===== src/rtl/mult_display_ctrl.sv =====
// Display front-end: converts a signed 16-bit product to sign + five BCD digits
// with a sequential double-dabble engine and scans them onto a 4-position display.
module mult_display_ctrl #(
    parameter int REFRESH_CNT = 100000,
    parameter int CNT_W       = 17
) (
    input  logic               clk,
    input  logic               rst_n,
    input  logic               value_valid,
    input  logic signed [15:0] value,
    input  logic               win,
    output logic               busy,
    output logic [1:0]         en,
    output logic [3:0]         num
);

    typedef enum logic [1:0] {IDLE, CONV, COMMIT} state_t;

    state_t             state;
    logic [3:0]         shcnt;
    logic [19:0]        bcd;
    logic [19:0]        bcd_adj;
    logic [15:0]        mag;
    logic               sign;
    logic               disp_sign;
    logic [3:0]         d4, d3, d2, d1, d0;
    logic [CNT_W-1:0]   rcnt;

    function automatic logic [3:0] add3(input logic [3:0] n);
        return (n >= 4'd5) ? n + 4'd3 : n;
    endfunction

    // 0x8000 maps to 32768, which still fits the 16-bit unsigned magnitude.
    function automatic logic [15:0] abs16(input logic signed [15:0] v);
        logic [15:0] r;
        r = v;
        return v[15] ? (~r + 16'd1) : r;
    endfunction

    always_comb begin
        bcd_adj = {add3(bcd[19:16]), add3(bcd[15:12]), add3(bcd[11:8]),
                   add3(bcd[7:4]), add3(bcd[3:0])};
    end

    always_ff @(posedge clk) begin
        if (state == IDLE && value_valid) begin
            sign <= value[15];
            mag  <= abs16(value);
            bcd  <= 20'd0;
        end else if (state == CONV) begin
            bcd <= {bcd_adj[18:0], mag[15]};
            mag <= {mag[14:0], 1'b0};
        end
    end

    always_ff @(posedge clk or negedge rst_n) begin
        if (!rst_n) begin
            state     <= IDLE;
            busy      <= 1'b0;
            shcnt     <= 4'd0;
            disp_sign <= 1'b0;
            d4        <= 4'd0;
            d3        <= 4'd0;
            d2        <= 4'd0;
            d1        <= 4'd0;
            d0        <= 4'd0;
        end else begin
            case (state)
                IDLE: begin
                    if (value_valid) begin
                        state <= CONV;
                        busy  <= 1'b1;
                        shcnt <= 4'd0;
                    end
                end
                CONV: begin
                    shcnt <= shcnt + 4'd1;
                    if (shcnt == 4'd15)
                        state <= COMMIT;
                end
                COMMIT: begin
                    d4        <= bcd[19:16];
                    d3        <= bcd[15:12];
                    d2        <= bcd[11:8];
                    d1        <= bcd[7:4];
                    d0        <= bcd[3:0];
                    disp_sign <= sign;
                    state     <= IDLE;
                    busy      <= 1'b0;
                end
                default: begin
                    state <= IDLE;
                    busy  <= 1'b0;
                end
            endcase
        end
    end

    // Refresh scan is free-running and independent of the conversion FSM.
    always_ff @(posedge clk or negedge rst_n) begin
        if (!rst_n) begin
            rcnt <= '0;
            en   <= 2'd0;
        end else if (rcnt == CNT_W'(REFRESH_CNT - 1)) begin
            rcnt <= '0;
            en   <= en + 2'd1;
        end else begin
            rcnt <= rcnt + 1'b1;
        end
    end

    always_comb begin
        num = 4'd0;
        case (en)
            2'd0: num = disp_sign ? 4'd10 : 4'd0;
            2'd1: num = win ? d4 : d2;
            2'd2: num = win ? d3 : d1;
            2'd3: num = win ? d2 : d0;
            default: num = 4'd0;
        endcase
    end

endmodule


===== config.mk =====
export PLATFORM = sky130hd
export DESIGN_NAME = mult_display_ctrl
export DESIGN_NICKNAME = d
export VERILOG_FILES = /design/src/rtl/mult_display_ctrl.sv
export SDC_FILE = /design/constraint.sdc
export NUM_CORES = 1
export LEC_CHECK = 0
export BUFFER_PORTS_ARGS = -buffer_cell sky130_fd_sc_hd__buf_4
export CORE_MARGIN = 3
export CORE_UTILIZATION = 60
export DETAILED_ROUTE_END_ITERATION = 6
export GPL_TIMING_DRIVEN = 0
export PLACE_DENSITY = 0.83
export SYNTH_ARGS = -nofsm -noshare
export SYNTH_HDL_FRONTEND = slang
export SYNTH_SLANG_ARGS = --single-unit

===== constraint.sdc =====
create_clock -name clk -period 2.95 [get_ports clk]
set_clock_uncertainty 0.2 [all_clocks]
set_input_delay 0.295 -clock clk [delete_from_list [all_inputs] [get_ports clk]]
set_output_delay 0.295 -clock clk [all_outputs]
set_load 0.1 [all_outputs]

==> summary.md, run 1 <==
| Metric | Value |
|---|---|
| Run status | finished clean |
| Number of top-level pins | 27 |
| Antenna-violating nets left | 0 |
| Clk Latency, worst-skew pair | 350 ps |
| LEAKAGE | 1.979 nW |
| Number of cell rows | 29 |
| Tightest hold margin | 91.87 ps |
| Slowest Stage Delay on Critical Path | 400 ps |
| WP buf/inv | 3 |
| Largest net degree at the start of global routing | 48 |
| Cell breakdown of the critical path | inv_1 -> ha_1 -> clkbuf_1 -> a221oi_1 -> a21oi_1 -> a211oi_1 -> nor2_2 -> buf_4 |
| First-pass DRT Iterations | 4 |
| Reg clk slew, reported paths | 80 ps |
| Area share of the leading cell type in the synthesized netlist | 0.2824 |
| Async set-or-reset flop fraction in the synthesized netlist | 0.5595 |
| Maximum Capacitance Violations | 0 |
| Total power per unit cell area | 805.9 mW/mm^2 |
| Critical-path maximum fanout | 8 |
| Placer's final routability congestion estimate | 0.8144 |
| H-tree lvl count | 3 |
| Cell taking the most area after synthesis | sky130_fd_sc_hd__dfrtp_1 |
| Number of setup violations in the final report | 0 |
| Width of the die | 89.32 um |
| Core area | 0.006531 sq mm |
| Number of vias in the routed layout | 3159 |
| Number of clock sinks | 84 |
| CP required | 2460 ps |
| Setup total negative slack | 0 ps |
| Overall power | 3.770 mW |
| Grt ovf | 0 |
| Synthesized netlist cell count | 423 |
| Wire per inst | 15.01 um |
| Detail-routed via count per cell | 5.807 |
| Shortest period the worst path allows | 2745 ps |
| Share of cells above drive strength 1 | 0.1520 |
| Mapped cell area | 0.004165 sq mm |
| Via count of the first global-routing pass | 3085 |
| Number of inserted filler cells in the final layout | 481 |
| Path class of the lowest-slack min-delay path | in2reg |
| Die span in y | 89.32 um |
| Hold Fails Final Rpt | 0 |
| Overall die area | 0.007978 sq mm |
| Post-synthesis average cell area | 9.847 sq um |
| Initial standard-cell utilization of the core | 0.6377 |
| YS warnings | 0 |
| Number of clock buffers inserted by TritonCTS | 9 |
| Leading register cell type out of synthesis | sky130_fd_sc_hd__dfrtp_1 |
| Worst Path Class, Setup | reg2out |
| TritonCTS clock tree | built |
| CP top delay family | compound AO/OA/AOI/OAI gates |
| Max frequency | 364.3 MHz |
| Max Buffers Root-to-Sink | 2 |
| Wire length of the first global-routing pass | 14.01 mm |
| Synth area leaders | sky130_fd_sc_hd__dfrtp_1 (28%), sky130_fd_sc_hd__edfxtp_1 (12%), sky130_fd_sc_hd__dfxtp_1 (9.6%), sky130_fd_sc_hd__ha_1 (5.1%), sky130_fd_sc_hd__xor2_1 (4.4%) |
| HPWL after DPL | 5.998 mm |
| Max-slew violation count | 0 |
| Max_slew headroom | 0.6169 |
| DRC violations left | 0 |
| Final nets | 499 |
| DR iter-0 viols | 184 |
| Number of register bits inferred by synthesis | 84 |
| Peak supply drop | 0.3505 mV |
| Total routed wirelength | 8.164 mm |
| Sort of element at the end of the critical path | output port |
| Number of antenna repair diodes | 0 |
| RSZ-0062 raised after global routing | no |
| Number of distinct library cell variants in the gate-level netlist after synthesis | 42 |
| Slew @ Worst Pin | 574.7 ps |
| Total track usage | 0.2278 |
| P&R area growth vs syn | 12.32% |
| Data arrival time at the worst-slack endpoint | 2250 ps |
| Antenna violations before repair | 0 |
| Crit share post-route | 0.9304 |
| EDFF count, synth | 17 |
| Root cell of the clock tree | sky130_fd_sc_hd__clkbuf_8 |
| Post-synthesis sequential area ratio | 0.5011 |
| Synthesized Nets | 460 |
| Startpoint kind of the worst setup timing path | flop |
| Critical Path Slowest Stage Cell | sky130_fd_sc_hd__dfrtp_2 |
| Port-buffer cells | 25 |
[metal layers]
metal	part of all wire	global-route usage	routed length (um)	up-vias
met5	0	0	0	-
met4	0.018	0.1028	148	0
met3	0.033	0.03687	267	15
met2	0.50	0.3825	4071	62
met1	0.45	0.2895	3677	1526
li1	-	-	-	1556
[cell families (layout without fill, tap and decap cells)]
logic type,after synthesis,count (layout),share of synthesized area
AO/OA/AOI/OAI,94,94,0.1313
XOR/XNOR,38,38,0.07990
adder cells (fa/ha/maj),17,17,0.05107
buffers and inverters,38,82,0.03935
flip-flops,84,84,0.5011
multiplexers,15,15,0.04025
AND/OR/NAND/NOR,137,137,0.1571
[registers in the layout, summed over array words and instances, names as in the netlist]
name and cells:
bcd 20, busy 1, d0 4, d1 4, d2 4, d3 4, d4 4, disp_sign 1
en 2, mag 16, rcnt 17, shcnt 4, sign 1, state 2
[cell type report]
class                   count  area (sq um)  share of cell area
inverters                  19         71.32             0.01524
clock inverters             6         38.79            0.008291
repair buffers             28         217.7             0.04654
well taps                  77         96.34             0.02059
multi-input cells         301          1944              0.4156
plain buffers              19         92.59             0.01979
flip-flops and latches     84          2090              0.4466
clock buffers              10         127.6             0.02728
[final timing paths]
check / depth (start not counted) / end / slack [ps] / startpoint
setup / recovery: 8 / num[3] / 210 / en[0]$_DFFE_PN0N_
min in group asynchronous: 2 / rcnt[9]$_DFF_PN0_ / 290 / rst_n
hold / removal: 3 / mag[0]$_SDFFCE_PN0P_ / 90 / value[0]
setup reg to reg: 5 / mag[4]$_DFFE_PP_ / 850 / state[1]$_DFFE_PN0P_
hold reg to reg: 2 / bcd[0]$_SDFFE_PP0P_ / 250 / mag[15]$_DFFE_PP_
max in group asynchronous: 2 / en[1]$_DFFE_PN0N_ / 1850 / rst_n
[worst register-to-register path, stage by stage, from the launching register on]
cell and delay, ps:
sky130_fd_sc_hd__dfrtp_1 420, sky130_fd_sc_hd__or3b_1 440, sky130_fd_sc_hd__clkbuf_1 280, sky130_fd_sc_hd__clkbuf_1 290, sky130_fd_sc_hd__nand2_1 130, sky130_fd_sc_hd__o21ai_1 70
[cells in the final DEF (no fill, tap or decap), drive strengths merged, types with 2 or more instances in the layout]
cell type and n:
a211oi 4, a21oi 18, a221oi 2, a222oi 4, a22oi 2, buf 31
clkbuf 23, clkinv 3, dfrtp 47, dfxtp 20, dlygate4sd3 3, edfxtp 17
ha 17, inv 21, mux2 14, nand2 42, nand2b 8, nand3 26
nand4 8, nor2 32, nor2b 6, nor4 6, o21ai 53, o31ai 7
o41ai 3, or3 2, xnor2 17, xor2 21
[cells in the mapped netlist (2+ instances only)]
cell                       count
sky130_fd_sc_hd__nor4_1        6
sky130_fd_sc_hd__edfxtp_1     17
sky130_fd_sc_hd__nand3_1      26
sky130_fd_sc_hd__a211oi_1      4
sky130_fd_sc_hd__inv_2         2
sky130_fd_sc_hd__mux2_2       14
sky130_fd_sc_hd__a222oi_1      4
sky130_fd_sc_hd__nor2_1       32
sky130_fd_sc_hd__dfxtp_1      20
sky130_fd_sc_hd__o21ai_0      28
sky130_fd_sc_hd__a21oi_1      18
sky130_fd_sc_hd__o31ai_1       7
sky130_fd_sc_hd__a221oi_1      2
sky130_fd_sc_hd__nand4_1       8
sky130_fd_sc_hd__o41ai_1       3
sky130_fd_sc_hd__nand2b_1      8
sky130_fd_sc_hd__a22oi_1       2
sky130_fd_sc_hd__ha_1         17
sky130_fd_sc_hd__nor2b_1       6
sky130_fd_sc_hd__clkbuf_1     13
sky130_fd_sc_hd__nand2_1      42
sky130_fd_sc_hd__xnor2_1      17
sky130_fd_sc_hd__buf_6         2
sky130_fd_sc_hd__inv_1        17
sky130_fd_sc_hd__dfrtp_1      47
sky130_fd_sc_hd__o21ai_1      24
sky130_fd_sc_hd__xor2_1       21
sky130_fd_sc_hd__buf_2         2
[per-stage QoR]
step / setup slack [ps] / instances / utilization / instance area, sq um
4_1_cts: 190.6 / 544 / 0.7163 / 4678
3_5_place_dp: 583.9 / 525 / 0.6862 / 4482
2_1_floorplan: 177.3 / 423 / - / 4198
3_3_place_gp: 640.3 / 525 / 0.6862 / 4482
5_1_grt: 11.06 / 544 / 0.7163 / 4678
6_report: 205.2 / 544 / 0.7163 / 4678
[repair_timing]
action,CTS,global route
hold endpoints to repair,49,0
buffers inserted,0,0
resized for setup,0,0
hold buffers,3,0
[where the power goes]
part	switching, mW	internal [mW]	leakage [nW]	total, mW
logic	0.754	0.462	0.960	1.22
clock network	0.412	0.306	0.0869	0.718
registers	0.249	1.59	0.933	1.84
(Power assumes the default switching activity.)
==> inputs of run 2 (changes only) <==
CORE_UTILIZATION = 40   (was 60)
PLACE_DENSITY = 0.61   (was 0.83)
==> run 2 against run 1 <==
Register-to-register slack lost 50 ps. Power shrank 0.92%. Clock power shrank 1%. Combinational power is essentially flat. Die area grew 46%. Largest cell class unchanged. Flip-flop and latch count is the same. Design area grew 1.4%. Highest routed layer unchanged.
==> summary.md, run 2 (synthesis gave the netlist of run 1 again) <==
| Metric | Value |
|---|---|
| Wire per inst | 13.72 um |
| Global Route met1 Usage | 0.2024 |
| Setup total negative slack | 0 ps |
| Sequential standard cell area | 0.002090 sq mm |
| Max frequency | 371.3 MHz |
| Cell breakdown of the critical path | inv_1 -> ha_1 -> clkbuf_1 -> a221oi_1 -> a21oi_1 -> a211oi_1 -> nor2_2 -> buf_4 |
| Sort of element at the end of the critical path | output port |
| Initial standard-cell utilization of the core | 0.4184 |
| Total power per unit cell area | 787.1 mW/mm^2 |
| Antenna-violating nets left | 0 |
| Placer's final routability congestion estimate | 0.7701 |
| Number of clock buffers inserted by TritonCTS | 9 |
| Number of antenna repair diodes | 0 |
| Reg-to-reg critical path startpoint | rcnt[0]$_DFF_PN0_ |
| Core area | 0.009955 sq mm |
| Finished Layout Cells | 600 |
| Beginning of the critical path | en[0]$_DFFE_PN0N_ |
| Shortest period the worst path allows | 2693 ps |
| Width of the die | 108.0 um |
| Startpoint of the worst hold path | value[0] |
| Footprint of the multi-input gates | 0.001944 sq mm |
| Total track usage | 0.1573 |
| Clk Latency, worst-skew pair | 360 ps |
| Via count of the first global-routing pass | 3105 |
| Port-buffer cells | 25 |
| Worst Reg2Reg Path Length in Cells | 7 |
| Post-Place Cells | 581 |
| Number of top-level pins | 27 |
| Maximum Capacitance Violations | 0 |
| DRC violations left | 0 |
| Crit share post-route | 0.9129 |
| First-pass DRT Iterations | 4 |
| Number of cell rows | 36 |
| Util after Layout | 0.4767 |
| Peak supply drop | 0.2892 mV |
| HPWL after DPL | 6.136 mm |
| Layer with the highest usage | met2 |
| Overall die area | 0.01167 sq mm |
| Number of vias in the routed layout | 3089 |
| Critical Path Slowest Stage Cell | sky130_fd_sc_hd__dfrtp_2 |
| Largest register FFs | 20 |
| Share of cells above drive strength 1 | 0.1478 |
| Detail-routed via count per cell | 5.148 |
| Top register by number of flip-flops | bcd |
| Hold Fails Final Rpt | 0 |
| Path class of the lowest-slack min-delay path | in2reg |
| Met2 usage | 0.2571 |
| RSZ-0062 raised after global routing | no |
| Final nets | 499 |
| Max Buffers Root-to-Sink | 2 |
| Wire length of the first global-routing pass | 14.39 mm |
| CP required | 2460 ps |
| Tightest hold margin | 78.46 ps |
| Startpoint kind of the worst setup timing path | flop |
| Largest net degree at the start of global routing | 48 |
| Slew @ Worst Pin | 592.4 ps |
| Run status | finished clean |
| Commonest non-fill, non-tap cell in the layout | sky130_fd_sc_hd__dfrtp_1 |
| Critical-path maximum fanout | 8 |
| Die span in y | 108.0 um |
| LEAKAGE | 1.979 nW |
| Data arrival time at the worst-slack endpoint | 2200 ps |
| Reg clk slew, reported paths | 80 ps |
| Overall power | 3.735 mW |
| P&R area growth vs syn | 13.94% |
| DR iter-0 viols | 139 |
| Met3 capacity usage during global routing | 0.03821 |
| Worst Path Class, Setup | reg2out |
| H-tree lvl count | 3 |
| Most frequent cells in the layout | sky130_fd_sc_hd__dfrtp_1 (45), sky130_fd_sc_hd__nand2_1 (42), sky130_fd_sc_hd__nor2_1 (30) |
| Grt ovf | 0 |
| Total routed wirelength | 8.234 mm |
| Max_slew headroom | 0.6050 |
| Max-slew violation count | 0 |
| Number of setup violations in the final report | 0 |
| TritonCTS clock tree | built |
| Antenna violations before repair | 0 |
| Postcts setup bufs | 0 |
| Number of clock sinks | 84 |
| Number of inserted filler cells in the final layout | 967 |
| Regs by FF count | bcd (20), rcnt (17), mag (16) |
| Slowest Stage Delay on Critical Path | 390 ps |
| Root cell of the clock tree | sky130_fd_sc_hd__clkbuf_8 |
| Worst Hold Depth | 3 |
run 2: cell type report:
cell class	instances	share of cell area
Inverter	19	0.01503
Multi-Input combinational cell	301	0.4097
Buffer	19	0.01951
Tap cell	133	0.03506
Timing Repair Buffer	28	0.04587
Clock inverter	3	0.003164
Sequential cell	84	0.4403
Clock buffer	13	0.03137
run 2: where the power goes:
group / internal, mW / total (mW) / switching, mW
clock: 0.326 / 0.708 / 0.383
sequential: 1.59 / 1.83 / 0.245
combinational: 0.460 / 1.19 / 0.733
total: 2.37 / 3.74 / 1.36
run 2: final timing paths:
kind / end / slack, ps
worst max-delay path: num[3] / 260
worst min-delay path: mag[0]$_SDFFCE_PN0P_ / 80
worst max register to register: en[0]$_DFFE_PN0N_ / 800
worst min register to register: bcd[0]$_SDFFE_PP0P_ / 280
max in group asynchronous: en[1]$_DFFE_PN0N_ / 1840
min in group asynchronous: rcnt[12]$_DFF_PN0_ / 280
run 2: layer usage:
layer | part of all wire | vias to the layer above
met5 | 0 | -
met4 | 0.012 | 0
met3 | 0.034 | 7
met2 | 0.47 | 41
met1 | 0.49 | 1475
li1 | - | 1566
run 2: repair_timing:
item / CTS / global route
hold endpoints to repair: 49 / 0
hold buffers: 3 / 0
resized for setup: 0 / 0
run 2: critical path: cells and delay by family (launching register included):
kind | cells | cell delay, ps
simple gates | 1 | 50
compound gates | 3 | 700
buf+inv | 3 | 500
fa+ha+maj | 1 | 200
flops | 1 | 390
run 2: metrics by stage:
| stage | cell area [sq um] | setup slack [ps] |
|---|---|---|
| floorplan | 4198 | 177.3 |
| global placement | 4552 | 645.2 |
| detailed placement | 4552 | 606.8 |
| CTS | 4746 | 193.7 |
| global route | 4746 | 26.22 |
| finish | 4746 | 257.0 |
